--- src/rtl/alu_muldiv_seq.sv ---
// Multi-cycle RV32M MUL / DIVU / REMU sequencer that borrows the shared combinational ALU
// one operation per cycle (shift-and-add multiply, restoring divide).
module alu_muldiv_seq (
  input  logic        clk,
  input  logic        rst,
  input  logic        start,
  input  logic [1:0]  op,
  input  logic [31:0] rs1,
  input  logic [31:0] rs2,
  output logic        busy,
  output logic        done,
  output logic [31:0] result,
  output logic [31:0] alu_a,
  output logic [31:0] alu_b,
  output logic [3:0]  alu_op,
  input  logic [31:0] alu_y
);

  localparam logic [1:0] OP_MUL  = 2'b00;
  localparam logic [1:0] OP_DIVU = 2'b01;
  localparam logic [1:0] OP_REMU = 2'b10;

  localparam logic [3:0] ALU_ADD = 4'd0;
  localparam logic [3:0] ALU_SUB = 4'd1;

  typedef enum logic [1:0] {
    S_IDLE = 2'd0,
    S_MUL  = 2'd1,
    S_DIV  = 2'd2,
    S_DONE = 2'd3
  } state_e;

  state_e      state_q, state_d;
  logic [4:0]  cnt_q, cnt_d;
  // acc holds the product (MUL) or the partial remainder (DIV);
  // mcand doubles as the divisor, mplier as the dividend/quotient shifter.
  logic [31:0] acc_q, acc_d;
  logic [31:0] mcand_q, mcand_d;
  logic [31:0] mplier_q, mplier_d;
  logic [1:0]  op_q, op_d;
  logic [31:0] result_q, result_d;

  logic [32:0] rem_sh_s;
  logic        ge_s;
  logic        last_s;

  assign rem_sh_s = {acc_q, mplier_q[31]};
  assign ge_s     = (rem_sh_s >= {1'b0, mcand_q});
  assign last_s   = (cnt_q == 5'd31);
  assign result   = result_q;

  // State and datapath registers.
  always_ff @(posedge clk) begin
    if (rst) begin
      state_q  <= S_IDLE;
      cnt_q    <= 5'd0;
      acc_q    <= 32'd0;
      mcand_q  <= 32'd0;
      mplier_q <= 32'd0;
      op_q     <= 2'b00;
      result_q <= 32'd0;
    end else begin
      state_q  <= state_d;
      cnt_q    <= cnt_d;
      acc_q    <= acc_d;
      mcand_q  <= mcand_d;
      mplier_q <= mplier_d;
      op_q     <= op_d;
      result_q <= result_d;
    end
  end

  // Next-state selection.
  always_comb begin
    state_d = state_q;
    case (state_q)
      S_IDLE: begin
        if (start) begin
          case (op)
            OP_MUL:  state_d = S_MUL;
            OP_DIVU: state_d = (rs2 == 32'd0) ? S_DONE : S_DIV;
            OP_REMU: state_d = (rs2 == 32'd0) ? S_DONE : S_DIV;
            default: state_d = S_DONE;
          endcase
        end else begin
          state_d = S_IDLE;
        end
      end
      S_MUL: begin
        if (last_s) begin
          state_d = S_DONE;
        end else begin
          state_d = S_MUL;
        end
      end
      S_DIV: begin
        if (last_s) begin
          state_d = S_DONE;
        end else begin
          state_d = S_DIV;
        end
      end
      S_DONE:  state_d = S_IDLE;
      default: state_d = S_IDLE;
    endcase
  end

  // Datapath next values; the ALU result feeds back within the same cycle.
  always_comb begin
    cnt_d    = cnt_q;
    acc_d    = acc_q;
    mcand_d  = mcand_q;
    mplier_d = mplier_q;
    op_d     = op_q;
    result_d = result_q;
    case (state_q)
      S_IDLE: begin
        if (start) begin
          op_d  = op;
          cnt_d = 5'd0;
          case (op)
            OP_MUL: begin
              acc_d    = 32'd0;
              mcand_d  = rs1;
              mplier_d = rs2;
            end
            OP_DIVU: begin
              if (rs2 == 32'd0) begin
                result_d = 32'hFFFF_FFFF;
              end else begin
                acc_d    = 32'd0;
                mplier_d = rs1;
                mcand_d  = rs2;
              end
            end
            OP_REMU: begin
              if (rs2 == 32'd0) begin
                result_d = rs1;
              end else begin
                acc_d    = 32'd0;
                mplier_d = rs1;
                mcand_d  = rs2;
              end
            end
            default: result_d = 32'd0;
          endcase
        end else begin
          cnt_d = cnt_q;
        end
      end
      S_MUL: begin
        if (mplier_q[0]) begin
          acc_d = alu_y;
        end else begin
          acc_d = acc_q;
        end
        mcand_d  = {mcand_q[30:0], 1'b0};
        mplier_d = {1'b0, mplier_q[31:1]};
        cnt_d    = cnt_q + 5'd1;
        if (last_s) begin
          result_d = acc_d;
        end else begin
          result_d = result_q;
        end
      end
      S_DIV: begin
        // alu_y = rem_sh - dvs, which fits in 32 bits whenever ge holds.
        if (ge_s) begin
          acc_d = alu_y;
        end else begin
          acc_d = rem_sh_s[31:0];
        end
        mplier_d = {mplier_q[30:0], ge_s};
        cnt_d    = cnt_q + 5'd1;
        if (last_s) begin
          result_d = (op_q == OP_REMU) ? acc_d : mplier_d;
        end else begin
          result_d = result_q;
        end
      end
      S_DONE:  cnt_d = cnt_q;
      default: cnt_d = cnt_q;
    endcase
  end

  // Status flags and ALU operand/opcode drive.
  always_comb begin
    busy   = (state_q != S_IDLE);
    done   = (state_q == S_DONE);
    alu_a  = 32'd0;
    alu_b  = 32'd0;
    alu_op = ALU_ADD;
    case (state_q)
      S_MUL: begin
        alu_a  = acc_q;
        alu_b  = mcand_q;
        alu_op = ALU_ADD;
      end
      S_DIV: begin
        alu_a  = rem_sh_s[31:0];
        alu_b  = mcand_q;
        alu_op = ALU_SUB;
      end
      default: begin
        alu_a  = 32'd0;
        alu_b  = 32'd0;
        alu_op = ALU_ADD;
      end
    endcase
  end

endmodule

--- config.mk ---
export PLATFORM = sky130hd
export DESIGN_NAME = alu_muldiv_seq
export DESIGN_NICKNAME = d
export VERILOG_FILES = /design/src/rtl/alu_muldiv_seq.sv
export SDC_FILE = /design/constraint.sdc
export NUM_CORES = 1
export LEC_CHECK = 0
export BUFFER_PORTS_ARGS = -buffer_cell sky130_fd_sc_hd__buf_2
export CORE_ASPECT_RATIO = 0.5
export CORE_MARGIN = 2
export CORE_UTILIZATION = 30
export CTS_CLUSTER_DIAMETER = 80
export DETAILED_ROUTE_END_ITERATION = 6
export GPL_TIMING_DRIVEN = 1
export SYNTH_ARGS = -nofsm -noshare
export SYNTH_HDL_FRONTEND = slang
export SYNTH_SLANG_ARGS = --single-unit
--- constraint.sdc ---
create_clock -name clk -period 3.4 [get_ports clk]
set_input_delay 0.34 -clock clk [delete_from_list [all_inputs] [get_ports clk]]
set_output_delay 0.34 -clock clk [all_outputs]
set_load 0.02 [all_outputs]
==> flow_metrics.env <==
export IMPL_leakage_nw=4.93
export IMPL_pin_count=203
export IMPL_clkSinkCount=137
export IMPL_holdPathEnd="op_q[1]$_SDFFE_PP0P_"
export IMPL_dr_first_iter_drc_count=897
export IMPL_crit_path_start_kind="register"
export IMPL_avgSynthCellArea_um2=7.79
export IMPL_first_pass_iters=7
export IMPL_crit_chain="inv_1, ha_1, nand2b_1, a2111oi_0, a2111oi_0, o311a_1, a211oi_4, buf_12, mux2i_1, o221ai_1"
export IMPL_path_max_fanout=29
export IMPL_cp_end_kind="register"
export IMPL_grt_overflow=0
export IMPL_finalHoldViolations=0
export IMPL_path_class="reg2reg"
export IMPL_cts_clk_slew_worst_paths_ns=0.06
export IMPL_irDropWorstVdd_uv=386
export IMPL_grtUsageTotal_pct=21.1
export IMPL_fin_nets=1513
export IMPL_path_common_cell="a2111oi_0"
export IMPL_via_count=10000
export IMPL_post_cts_buffers=0
export IMPL_r2r_end="acc_q[18]$_SDFFE_PP0P_"
export IMPL_grt_max_degree=67
export IMPL_slew_viol_final=0
export IMPL_powerDensity_mw_per_mm2=612
export IMPL_cts_tree="yes"
export IMPL_fin_worst_skew_ns=0.00906
export IMPL_cts_buffers=17
export IMPL_worstHoldPathType="in2reg"
export IMPL_ys_ff_latch=137
export IMPL_clk_path_buf_depth=2
export IMPL_crit_buf_inv=2
export IMPL_p_total_mw=7.12
export IMPL_relSlewSlack_pct=40.9
export IMPL_wirelength_mm=36.5
export IMPL_worstReg2RegStart="mplier_q[31]$_SDFFE_PP0P_"
export IMPL_synth_cell_types=54
export IMPL_run_status="finished with violations"
export IMPL_fin_area_mm2=0.0116
export IMPL_ant_nets=0
export IMPL_dieArea_mm2=0.0335
export IMPL_avgViaCountPerCell=5.52
export IMPL_row_count=46
export IMPL_fin_crit_sh_pct=91.7
export IMPL_antenna_found_initial=5
export IMPL_yosysSeqAreaShare_pct=28.6
export IMPL_cp_top_family="compound AO/OA/AOI/OAI gates"
export IMPL_insertion_delay_ns=0.44
export IMPL_maxCapViolCount=0
export IMPL_area_growth_synth_to_final_pct=21.3
export IMPL_rsz0062_at_grt="false"
export IMPL_coreArea_mm2=0.0315
export IMPL_async_reset_ff_share_pct=0
export IMPL_setup_violations=0
export IMPL_routedWlPerCell_um=20.1
export IMPL_netlist_area_leader_share_pct=28.6
export IMPL_fp_dieH_um=130
export IMPL_die_w_um=257
export IMPL_crit_slowest_cell="a2111oi_0"
export IMPL_synthCells=1231
export IMPL_slowest_delay_ns=0.54
export IMPL_grt_pass1_wl_mm=54.8
export IMPL_synth_top_area_cell="dfxtp_1"
export IMPL_cts_resized=0
export IMPL_hold_path_depth=3
export IMPL_synth_area_mm2=0.00959
export IMPL_port_buffer_count=199
export IMPL_setup_tns_final_ns=0
export IMPL_yosys_top_cells_count="238 x nand2_1, 137 x dfxtp_1, 127 x mux2i_1"
export IMPL_yosysMostFrequentCell="nand2_1"
export IMPL_ys_warn_count=0
export IMPL_grt_pass1_vias=9487
export IMPL_failed_checks="DRC"
export IMPL_start_util_pct=30.4
export IMPL_hold_start="op[1]"
export IMPL_max_slew_worst_pin_slew_ns=0.881
export IMPL_place_area_mm2=0.0110
export IMPL_rrSetupSlack_ns=0.28
export IMPL_r2r_cells=10
export IMPL_h_tree_depth=4
export IMPL_root_buffer="clkbuf_16"
export IMPL_synth_edf_count=0
export IMPL_synth_area_leaders="dfxtp_1 29%, mux2i_1 13%, nand2_1 9.3%"
export IMPL_period_minus_slack_ns=3.12
export IMPL_finalWeightedCongestion=0.850
export IMPL_place_hpwl_mm=25.8
export IMPL_worstPathArrival_ns=3.42
export IMPL_required_ns=3.70
export IMPL_hold_buffers=0
export IMPL_fmaxAchievable_mhz=321
export IMPL_drive_gt1_share_pct=22.2
export IMPL_synth_ff_type="dfxtp_1"
export IMPL_drc=1
per-stage QoR:
step	setup WS (ns)	utilization (%)	instances	hold slack, ns
after floorplan	0.844	-	1233	0.432
after global placement	0.392	34.9	1781	0.446
after detailed placement	0.348	34.9	1781	0.448
after CTS	0.340	36.8	1813	0.175
after global routing	0.0570	36.9	1815	0.199
final	0.284	36.9	1815	0.187
cells in the final DEF, fill, tap and decap left out, drive strengths merged, types with 13 or more instances in the layout:
master	count
mux2i	127
nor2	108
clkbuf	21
buf	230
ha	44
a21oi	82
inv	44
nand2	238
dfxtp	137
mux2	33
o221ai	63
nand3	13
a211o	33
o22ai	31
o21ai	44
a221oi	30
a22oi	32
state kept, by name, indices dropped and copies added (netlist names):
signal and cells:
state_q 2, mcand_q 32, op_q 2, mplier_q 32, acc_q 32, result 32
cnt_q 5
cell type report:
class / instances / area [um2]
antenna: 2 / 5.00
clock buffer: 21 / 470
clock inverter: 11 / 144
fill: 3409 / 19900
inverter: 44 / 168
multi-input combinational: 938 / 6220
sequential: 137 / 2740
tap: 432 / 541
timing repair buffer: 230 / 1330
power by group:
group          switching (mW)  internal, mW
Sequential              0.223          1.82
Clock                   0.770          1.21
Combinational            1.97          1.13
routing by layer:
layer  track usage, %  routed length, um
met3             3.32               1870
met1             25.8              15400
met4             10.4               1450
met2             36.9              17700
met5                0                 38
worst min-delay path: cells and delay by family:
family,cells,cell delay [ns]
buffers and inverters,1,0.12
and+or+nand+nor,1,0.06
AOI/OAI and AO/OA,1,0.05
how the worst max path moves through the flow:
| stage | endpoint | cells after the start | startpoint | slack (ns) |
|---|---|---|---|---|
| after floorplan | acc_q[16]$_SDFFE_PP0P_ | 11 | mcand_q[30]$_SDFFE_PP0P_ | 0.84 |
| after global placement | acc_q[26]$_SDFFE_PP0P_ | 10 | mplier_q[31]$_SDFFE_PP0P_ | 0.39 |
| after detailed placement | acc_q[18]$_SDFFE_PP0P_ | 10 | mplier_q[31]$_SDFFE_PP0P_ | 0.35 |
| after CTS | acc_q[18]$_SDFFE_PP0P_ | 10 | mplier_q[31]$_SDFFE_PP0P_ | 0.34 |
| after global routing | acc_q[18]$_SDFFE_PP0P_ | 10 | mplier_q[31]$_SDFFE_PP0P_ | 0.06 |
| final | acc_q[18]$_SDFFE_PP0P_ | 10 | mplier_q[31]$_SDFFE_PP0P_ | 0.28 |
cell families (layout without fill, tap and decap cells):
family / after synthesis / count (layout) / synth area share [%]
flip-flops: 137 / 137 / 28.6
buffers and inverters: 158 / 306 / 7.15
multiplexers: 160 / 160 / 17.1
adder cells (fa/ha/maj): 44 / 44 / 5.74
AND/OR/NAND/NOR: 393 / 393 / 16.5
AO/OA/AOI/OAI: 338 / 338 / 24.8
other: 1 / 5 / 0.0391
(Power assumes the default switching activity.)
